### config.mk
export PLATFORM = sky130hd
export DESIGN_NAME = jk_univ_reg
export DESIGN_NICKNAME = d
export VERILOG_FILES = /design/src/rtl/jk_univ_reg.sv
export SDC_FILE = /design/constraint.sdc
export NUM_CORES = 1
export LEC_CHECK = 0
export CORE_UTILIZATION = 45
export DETAILED_ROUTE_END_ITERATION = 10
export GPL_ROUTABILITY_DRIVEN = 0
export PLACE_DENSITY = 0.82
export SKIP_CTS_REPAIR_TIMING = 1
export SKIP_LAST_GASP = 1
export SLEW_MARGIN = 20
export SYNTH_ARGS = -nofsm -noshare
export SYNTH_HDL_FRONTEND = slang
export SYNTH_SLANG_ARGS = --single-unit
export TNS_END_PERCENT = 50
### constraint.sdc
create_clock -name clk -period 3.7 [get_ports clk]
set_clock_uncertainty 0.15 [all_clocks]
set_input_delay 0.555 -clock clk [delete_from_list [all_inputs] [get_ports clk]]
set_output_delay 0.555 -clock clk [all_outputs]
set_load 0.005 [all_outputs]
### src/rtl/jk_univ_reg.sv
// ---------------------------------------------------------------------------
// jk_univ_reg -- universal register with four operating modes
//
// A WIDTH-bit register that behaves as a bank of independent JK flip-flops,
// an up/down counter, a bidirectional shift register, or a parallel-load
// register, depending on 'mode'. All state updates on posedge clk.
//
// Parameters
//   WIDTH      register width in bits (2..32)
//   RESET_VAL  value loaded into Q on synchronous reset
//
// Ports
//   clk         in   clock
//   sync_reset  in   synchronous active-high reset (highest priority)
//   en          in   update enable; 0 holds Q and forces tc low
//   mode        in   2'b00 JK, 2'b01 COUNT, 2'b10 SHIFT, 2'b11 LOAD
//   dir         in   COUNT: 0 up / 1 down; SHIFT: 0 left / 1 right
//   J, K        in   per-bit JK controls (JK mode only)
//   d           in   parallel load data (LOAD mode only)
//   serial_in   in   bit shifted in (SHIFT mode only)
//   Q           out  register state
//   tc          out  registered one-cycle pulse after a COUNT wrap
//   serial_out  out  combinational; the bit the next SHIFT edge discards
// ---------------------------------------------------------------------------
module jk_univ_reg #(
  parameter int               WIDTH     = 8,
  parameter logic [WIDTH-1:0] RESET_VAL = '0
) (
  input  logic             clk,
  input  logic             sync_reset,
  input  logic             en,
  input  logic [1:0]       mode,
  input  logic             dir,
  input  logic [WIDTH-1:0] J,
  input  logic [WIDTH-1:0] K,
  input  logic [WIDTH-1:0] d,
  input  logic             serial_in,
  output logic [WIDTH-1:0] Q,
  output logic             tc,
  output logic             serial_out
);

  typedef enum logic [1:0] {
    MODE_JK    = 2'b00,
    MODE_COUNT = 2'b01,
    MODE_SHIFT = 2'b10,
    MODE_LOAD  = 2'b11
  } mode_e;

  localparam logic [WIDTH-1:0] ONE = WIDTH'(1);

  logic [WIDTH-1:0] q_q, q_d;
  logic             tc_q, tc_d;

  // Next-state logic. Each mode reads only the inputs it owns, so an
  // unused input that is X cannot reach Q or tc.
  always_comb begin
    // NOTE: every output of this block gets a default first; a path that
    // leaves one unassigned would infer a latch.
    q_d  = q_q;
    tc_d = 1'b0;
    if (en) begin
      case (mode_e'(mode))
        // Per bit: 00 hold, 01 clear, 10 set, 11 toggle.
        MODE_JK: q_d = (q_q & ~K) | (~q_q & J);

        // Natural modulo-2^WIDTH wrap; tc flags the wrap for one cycle.
        MODE_COUNT: begin
          if (dir) begin
            q_d  = q_q - ONE;
            tc_d = (q_q == '0);
          end else begin
            q_d  = q_q + ONE;
            tc_d = &q_q;
          end
        end

        MODE_SHIFT: begin
          if (dir) q_d = {serial_in, q_q[WIDTH-1:1]};
          else     q_d = {q_q[WIDTH-2:0], serial_in};
        end

        MODE_LOAD: q_d = d;

        default: q_d = q_q;
      endcase
    end
  end

  // Reset wins over enable and mode.
  always_ff @(posedge clk) begin
    // NOTE: state flops use non-blocking assignments so every flop samples
    // the pre-edge values regardless of statement order.
    if (sync_reset) begin
      q_q  <= RESET_VAL;
      tc_q <= 1'b0;
    end else begin
      q_q  <= q_d;
      tc_q <= tc_d;
    end
  end

  assign Q          = q_q;
  assign tc         = tc_q;
  // Bit leaving the register on the next shift, so a downstream instance
  // can take it straight into its serial_in.
  assign serial_out = dir ? q_q[0] : q_q[WIDTH-1];

endmodule

==> results.json, run 1 <==
{
  "worstSetupPathType": "input pin to primary output",
  "ys.flop_type": "dfxtp_1",
  "diodes": 0,
  "max_freq_ghz": 0.337,
  "synth_compound_area_share_pct": 22.3,
  "rsz0062_at_grt": "no",
  "core_area_sq_mm": 0.00223,
  "clock_path_buffers": 2,
  "synth_xor_area_share_pct": 3.27,
  "first_iter_violations": 20,
  "yosysSeqAreaShare_pct": 16.8,
  "final.setup.tns_ps": 0,
  "power_density_mw_per_mm2": 261,
  "placedInstanceArea_sq_mm": 0.00149,
  "synthArstFlopShare_pct": 0,
  "max-slew-margin-rel_pct": 66.1,
  "die_area_sq_mm": 0.00258,
  "io_buffers": 40,
  "leakagePower_nw": 0.644,
  "vias": 1194,
  "syn_area_sq_mm": 0.00107,
  "final_common_cell": "clkdlybuf4s50_1",
  "ctsHtreeMaxLevel": 1,
  "grt_overflow": 0,
  "hpwl_um": 2210,
  "slew_viol_final": 0,
  "crit_start": "dir",
  "drive_gt1_share_pct": 7.43,
  "p_sw_share_pct": 36.1,
  "synth_edf_count": 0,
  "setup_viol": 0,
  "nets": 214,
  "die_x_um": 50.8,
  "cap_violations": 0,
  "cts-root-buf": "clkbuf_4",
  "grt_usage_pct": 26.1,
  "holdCritPathClass": "register to register",
  "area_growth_pct": 41.1,
  "critPathCaptureType": "primary output",
  "critPathRequiredTime_ps": 2990,
  "synth_seq_cells": 9,
  "worst_pin_slew_ps": 508,
  "final_cell_mix": "clkdlybuf4s50_1 (40), nand2_1 (16), mux2i_1 (12)",
  "comb_power_share_pct": 46.3,
  "p_int_uw": 252,
  "fillers": 196,
  "final-hold-violation-count": 0,
  "dr.pass1.iters": 4,
  "vias_per_cell": 5.88,
  "rows": 17,
  "irDropWorstVdd_mv": 0.173,
  "wl_um": 3110,
  "yosys.area_share.simple_pct": 22.5,
  "reg2reg_from": "Q[0]",
  "drc": 0,
  "grt_pass1_wl_um": 5050,
  "avgSynthCellArea_sq_um": 7.88,
  "io_pins": 41,
  "grt_pass1_vias": 1130,
  "worstPathArrival_ps": 2260,
  "crit_fanout": 11,
  "clock_sinks": 9,
  "worstHoldStart": "Q[2]",
  "die_y_um": 50.8,
  "seqPwrFrac_pct": 33.0,
  "worst_setup_path_start_kind": "input pin",
  "synth_cell_type_count": 43,
  "period_needed_ps": 2960,
  "yosysWarnings": 0,
  "synthMuxAreaShare_pct": 18.6,
  "start_util_pct": 48.0,
  "synth_fa_ha_area_share_pct": 8.88,
  "cts-buffers-inserted": 3,
  "wire_per_inst_um": 15.3,
  "design_area_sq_mm": 0.00151,
  "synth_top_family_by_area": "simple AND/OR/NAND/NOR gates",
  "pwr-share-clk_pct": 20.7,
  "antenna_found_initial": 0,
  "syn-num-nets": 174,
  "finalCritPeriodShare_pct": 80.1,
  "clk_pin_slew_worst_paths_ps": 70,
  "p_switching_uw": 142,
  "worstSkewPairLatency_ps": 270,
  "cts_tree": "yes",
  "syn_inst": 136,
  "status": "completed",
  "grt_max_degree": 17,
  "ant_nets": 0
}
-- final cells by class --
cell class	count	area [sq um]	share of cell area (%)
timing repair buffer	43	423	28.0
inverter	10	37.5	2.48
sequential	9	180	11.9
multi-input combinational	109	810	53.6
tap	28	35.0	2.32
clock buffer	4	26.3	1.74
-- path summary, 6_finish.rpt --
path	to	slack [ps]	cells past startpoint
worst min-delay path	Q[2]	450	2
worst max-delay path	serial_out	740	5
worst min register to register	Q[2]	450	2
worst max register to register	Q[6]	1470	6
-- state kept, by name (all words and copies together), names as in the netlist --
name	flops
Q	8
tc	1
-- Yosys cell counts (2+ instances only) --
cell type | n | area, sq um
mux4_2 | 2 | 45.0
mux2_1 | 2 | 22.5
a31oi_1 | 3 | 18.8
buf_2 | 5 | 25.0
inv_1 | 9 | 33.8
nand3_1 | 3 | 15.0
xor2_1 | 4 | 35.0
a21oi_1 | 5 | 25.0
nor3_1 | 7 | 35.0
a211o_1 | 2 | 17.5
mux2i_1 | 12 | 120
nand2b_1 | 2 | 12.5
nor4_1 | 4 | 25.0
nand2_1 | 16 | 60.1
dfxtp_1 | 9 | 180
o21ai_0 | 7 | 35.0
a21o_1 | 3 | 22.5
buf_4 | 2 | 15.0
nor2_1 | 10 | 37.5
ha_1 | 6 | 75.1
-- power by group through the flow --
stage	Clock (mW)	Combinational, mW	Sequential, mW
CTS	0.0817	0.182	0.130
floorplan	0	0.109	0.125
global route	0.0873	0.200	0.133
finish	0.0819	0.183	0.130
detailed placement	0	0.179	0.132
global placement	0	0.175	0.132
-- cells by family (layout without fill, tap and decap cells) --
family                     Yosys count  after routing
adders and majority gates            7              7
buffers and inverters               18             57
muxes                               17             17
DFF                                  9              9
xor gates and xnor gates             4              4
and+or+nand+nor                     49             49
AOI/OAI and AO/OA                   32             32
-- through the flow --
stage	utilization, %	power (mW)	setup WS, ps	cells	hold WS [ps]
2_1_floorplan	-	0.233	1550	136	381
3_3_place_gp	66.5	0.307	725	199	430
3_5_place_dp	66.5	0.311	637	199	435
4_1_cts	67.7	0.394	737	203	445
5_1_grt	67.7	0.420	623	203	496
6_report	67.7	0.395	737	203	454
-- worst max-delay path, stage by stage --
cell and delay [ps]:
clkdlybuf4s50_1 670, buf_4 310, nand2b_1 160, nand2_1 70, clkdlybuf4s50_1 490
-- per-layer routing --
metal	up-vias	GRT usage, %	part of all wire (%)
met3	6	1.52	5.7
met5	-	0	0
met4	0	13.0	2.1
met1	556	33.7	44
li1	584	-	-
met2	48	43.6	48
Power figures use the tool's default switching activity.
==> inputs of run 2 (changes only) <==
--- a/config.mk
+++ b/config.mk
@@ -5,10 +5,10 @@
 export SDC_FILE = /design/constraint.sdc
 export NUM_CORES = 1
 export LEC_CHECK = 0
-export CORE_UTILIZATION = 45
+export CORE_UTILIZATION = 40
 export DETAILED_ROUTE_END_ITERATION = 10
 export GPL_ROUTABILITY_DRIVEN = 0
-export PLACE_DENSITY = 0.82
+export PLACE_DENSITY = 0.77
 export SKIP_CTS_REPAIR_TIMING = 1
 export SKIP_LAST_GASP = 1
 export SLEW_MARGIN = 20
==> constraint.sdc (replaced) <==
create_clock -name clk -period 2.7 [get_ports clk]
set_clock_uncertainty 0.15 [all_clocks]
set_input_delay 0.405 -clock clk [delete_from_list [all_inputs] [get_ports clk]]
set_output_delay 0.405 -clock clk [all_outputs]
set_load 0.005 [all_outputs]
==> run 2 against run 1 <==
Effect of this change:
- sequential power up 35%
- sequential share of layout area down 0.25 points
- via count up 1.0%
- critical endpoint is now Q[7]
- highest routed layer unchanged
==> results.json, run 2 (synthesis gave the netlist of run 1 again) <==
{
  "status": "completed",
  "die_area_sq_mm": 0.00289,
  "final-hold-violation-count": 0,
  "finalCritPeriodShare_pct": 93.8,
  "holdCritPathClass": "register to register",
  "finalPower_uw": 548,
  "worst_setup_path_start_kind": "input pin",
  "grtUsageMet2_pct": 44.0,
  "worstSetupPathType": "input pin to register",
  "cap_violations": 0,
  "critPathRequiredTime_ps": 2700,
  "die_x_um": 53.7,
  "utilization_pct": 61.8,
  "reg2reg_slack_ps": 510,
  "final_common_cell": "clkdlybuf4s50_1",
  "nets": 218,
  "core_area_sq_mm": 0.00250,
  "wl_um": 3030,
  "dr.pass1.iters": 4,
  "instances_no_fill": 209,
  "irDropWorstVdd_mv": 0.247,
  "power_density_mw_per_mm2": 355,
  "pwr-share-clk_pct": 20.7,
  "start_util_pct": 42.8,
  "ctsHtreeMaxLevel": 1,
  "period_needed_ps": 2530,
  "design_area_sq_mm": 0.00154,
  "clk_pin_slew_worst_paths_ps": 70,
  "setup_viol": 0,
  "grt_overflow": 0,
  "p_int_uw": 351,
  "drc": 0,
  "die_y_um": 53.7,
  "worstSkewPairLatency_ps": 280,
  "drive_gt1_share_pct": 9.50,
  "p_sw_share_pct": 35.9,
  "dp.cells": 205,
  "area_growth_pct": 44.2,
  "grt_max_degree": 15,
  "max_freq_ghz": 0.395,
  "comb_power_share_pct": 47.3,
  "final_cell_mix": "clkdlybuf4s50_1 (40), nand2_1 (16), mux2i_1 (12)",
  "largest_register_ff_count": 8,
  "seqPwrFrac_pct": 32.0,
  "wire_per_inst_um": 14.5,
  "vias_per_cell": 5.77,
  "clock_sinks": 9,
  "hpwl_um": 2340,
  "worstPathArrival_ps": 2540,
  "ant_nets": 0,
  "regArea_sq_um": 180,
  "first_iter_violations": 28,
  "worst_pin_slew_ps": 393,
  "grtUsageMet1_pct": 27.0,
  "critPathCaptureType": "register",
  "grt_usage_pct": 24.5,
  "cts-root-buf": "clkbuf_4",
  "rows": 18,
  "vias": 1206,
  "fillers": 226,
  "grt_pass1_vias": 1150,
  "slew_viol_final": 0,
  "grtUsageMet3_pct": 5.93,
  "busiest_layer": "met2",
  "clock_path_buffers": 2,
  "p_switching_uw": 196,
  "placedInstanceArea_sq_mm": 0.00152,
  "cts-buffers-inserted": 3,
  "max-slew-margin-rel_pct": 73.7,
  "multiInputGateArea_sq_um": 810,
  "antenna_found_initial": 0,
  "io_buffers": 40,
  "cts_tree": "yes",
  "diodes": 0,
  "leakagePower_nw": 0.663,
  "crit_fanout": 11,
  "io_pins": 41,
  "rsz0062_at_grt": "no",
  "grt_pass1_wl_um": 4950
}
## run 2: cell types whose count changed in the layout (fill, tap and decap cells not counted)
| cell | previous run | this run |
|---|---|---|
| buf_4 | 3 | 7 |
## run 2: per-layer routing
metal | routed length, um | up-vias
li1 | - | 594
met1 | 1210 | 547
met2 | 1520 | 60
met3 | 266 | 5
met4 | 36 | 0
met5 | 0 | -
## run 2: area by class of cell
cell class,instances,share of cell area (%)
well taps,30,2.43
repair buffers,47,29.3
clock buffers,4,1.70
flip-flops and latches,9,11.7
multi-input cells,109,52.4
inverters,10,2.43
## run 2: final timing paths
check	startpoint	to	cells past startpoint
setup / recovery	dir	Q[7]	8
hold / removal	Q[2]	Q[2]	2
setup reg to reg	Q[4]	Q[7]	6
hold reg to reg	Q[2]	Q[2]	2
## run 2: power by group through the flow
stage	sequential, mW	clock [mW]	combinational (mW)
after floorplan	0.171	0	0.149
after global placement	0.177	0	0.251
after detailed placement	0.177	0	0.258
after CTS	0.174	0.118	0.259
after global routing	0.178	0.118	0.283
final	0.175	0.113	0.259
## run 2: critical path: stages
cell             delay (ps)
clkdlybuf4s50_1         640
buf_4                   250
ha_1                    280
a21o_1                  200
a31o_1                  180
a21oi_1                 180
nor4_1                   70
or3_1                   320
## run 2: through the flow
step / setup slack (ps) / TNS [ps] / hold slack [ps]
floorplan: 664 / 0 / 324
global placement: 18.4 / 0 / 432
detailed placement: -84.1 / -87.6 / 437
CTS: 187 / 0 / 449
global route: 86.6 / 0 / 478
finish: 168 / 0 / 456
==> inputs of run 3 (changes only) <==
--- a/config.mk
+++ b/config.mk
@@ -5,10 +5,10 @@
 export SDC_FILE = /design/constraint.sdc
 export NUM_CORES = 1
 export LEC_CHECK = 0
-export CORE_UTILIZATION = 40
+export CORE_UTILIZATION = 45
 export DETAILED_ROUTE_END_ITERATION = 10
+export DONT_BUFFER_PORTS = 1
 export GPL_ROUTABILITY_DRIVEN = 0
-export PLACE_DENSITY = 0.77
 export SKIP_CTS_REPAIR_TIMING = 1
 export SKIP_LAST_GASP = 1
 export SLEW_MARGIN = 20
==> run 3 against run 2 <==
Effect of this change:
- setup slack gained 370 ps
- clock power rose by 6%
- sequential power barely moved
- critical endpoint is now Q[6]
- largest cell class unchanged
==> results.json, run 3 (synthesis gave the netlist of run 1 again) <==
{
  "status": "completed",
  "grt_pass1_vias": 995,
  "grt_pass1_wl_um": 4610,
  "rsz0062_at_grt": "no",
  "worst_setup_path_start_kind": "register",
  "rows": 17,
  "vias": 1022,
  "crit_path_cell_trace": "fa_1, a211o_1, o211ai_2, o2bb2ai_2, or4b_1, nand3_1",
  "first_iter_violations": 24,
  "period_needed_ps": 2170,
  "worstSetupPathType": "register to register",
  "die_area_sq_mm": 0.00258,
  "critPathCaptureType": "register",
  "worstPathArrival_ps": 2230,
  "crit_start": "Q[1]",
  "setup_viol": 0,
  "critical_path.max_stage_delay_ps": 470,
  "drive_gt1_share_pct": 8.27,
  "cts-buffers-inserted": 3,
  "final_common_cell": "nand2_1",
  "cts_tree": "yes",
  "ctsHtreeMaxLevel": 1,
  "io_pins": 41,
  "worstSkewPairLatency_ps": 270,
  "grt_max_degree": 25,
  "clock_sinks": 9,
  "max-slew-margin-rel_pct": 74.2,
  "wire_per_inst_um": 17.4,
  "diodes": 0,
  "die_x_um": 50.8,
  "worstHoldStart": "sync_reset",
  "cp_slowest_cell": "fa_1",
  "nets": 172,
  "pwr-share-clk_pct": 26.4,
  "largest_register_ff_count": 8,
  "reg2reg_from": "Q[1]",
  "power_density_mw_per_mm2": 417,
  "max_freq_ghz": 0.462,
  "core_area_sq_mm": 0.00223,
  "dr.pass1.iters": 4,
  "utilization_pct": 49.1,
  "cts-root-buf": "clkbuf_4",
  "start_util_pct": 48.0,
  "area_growth_pct": 2.34,
  "drc": 0,
  "critPathRequiredTime_ps": 2770,
  "slew_viol_final": 0,
  "leakagePower_nw": 0.481,
  "die_y_um": 50.8,
  "cap_violations": 0,
  "holdCritPathClass": "input pin to register",
  "reg2reg_slack_ps": 530,
  "finalCritPeriodShare_pct": 80.3,
  "irDropWorstVdd_mv": 0.238,
  "comb_power_share_pct": 35.0,
  "multiInputGateArea_sq_um": 810,
  "clock_path_buffers": 2,
  "seqPwrFrac_pct": 38.7,
  "p_switching_uw": 171,
  "fillers": 244,
  "hpwl_um": 2060,
  "final-hold-violation-count": 0,
  "regArea_sq_um": 180,
  "final.setup.tns_ps": 0,
  "grt_overflow": 0,
  "p_int_uw": 285,
  "ant_nets": 0,
  "p_sw_share_pct": 37.5,
  "clk_pin_slew_worst_paths_ps": 80,
  "crit_fanout": 9,
  "cp_num_buf_inv": 0,
  "io_buffers": 0,
  "final_cell_mix": "nand2_1 (16), mux2i_1 (12), nor2_1 (10)",
  "wl_um": 2800,
  "worst_pin_slew_ps": 387,
  "critical-path-top-delay-family": "simple AND/OR/NAND/NOR gates",
  "antenna_found_initial": 0,
  "vias_per_cell": 6.35,
  "grt_usage_pct": 24.2
}
## run 3: cell types whose count changed in the layout (fill, tap and decap cells not counted), sizes merged
cell	before	now
clkdlybuf4s50	40	0
buf	7	1
## run 3: area by class of cell
type	count	area share (%)
clock buffers	4	2.40
inverters	10	3.42
multi-input cells	109	73.9
flip-flops and latches	9	16.4
well taps	28	3.20
repair buffers	1	0.685
## run 3: power by group through the flow
stage          registers (mW)  clock network [mW]  logic, mW
3_5_place_dp            0.181                   0      0.158
3_3_place_gp            0.180                   0      0.155
4_1_cts                 0.178               0.122      0.160
5_1_grt                 0.180               0.127      0.180
2_1_floorplan           0.171                   0      0.149
6_report                0.177               0.120      0.160
## run 3: per-layer routing
layer | GRT usage (%) | vias up | routed length, um
met5 | 0 | - | 0
met1 | 32.8 | 472 | 1280
li1 | - | 497 | -
met3 | 5.15 | 8 | 194
met4 | 11.6 | 0 | 67
met2 | 36.0 | 45 | 1260
## run 3: path summary, 6_finish.rpt
| path | to | cells after the start |
|---|---|---|
| max | Q[6] | 6 |
| min | Q[0] | 1 |
| max reg2reg | Q[6] | 6 |
| min reg2reg | Q[3] | 2 |
## run 3: stage by stage
stage | cells | worst slack (ps) | total power, mW | hold WS (ps) | instance area [sq um]
global placement | 157 | 566 | 0.335 | 331 | 1070
global route | 161 | 412 | 0.487 | 38.6 | 1100
CTS | 161 | 515 | 0.459 | 35.6 | 1100
detailed placement | 157 | 535 | 0.340 | 332 | 1070
floorplan | 136 | 664 | 0.320 | 324 | 1070
finish | 161 | 533 | 0.457 | 39.6 | 1100
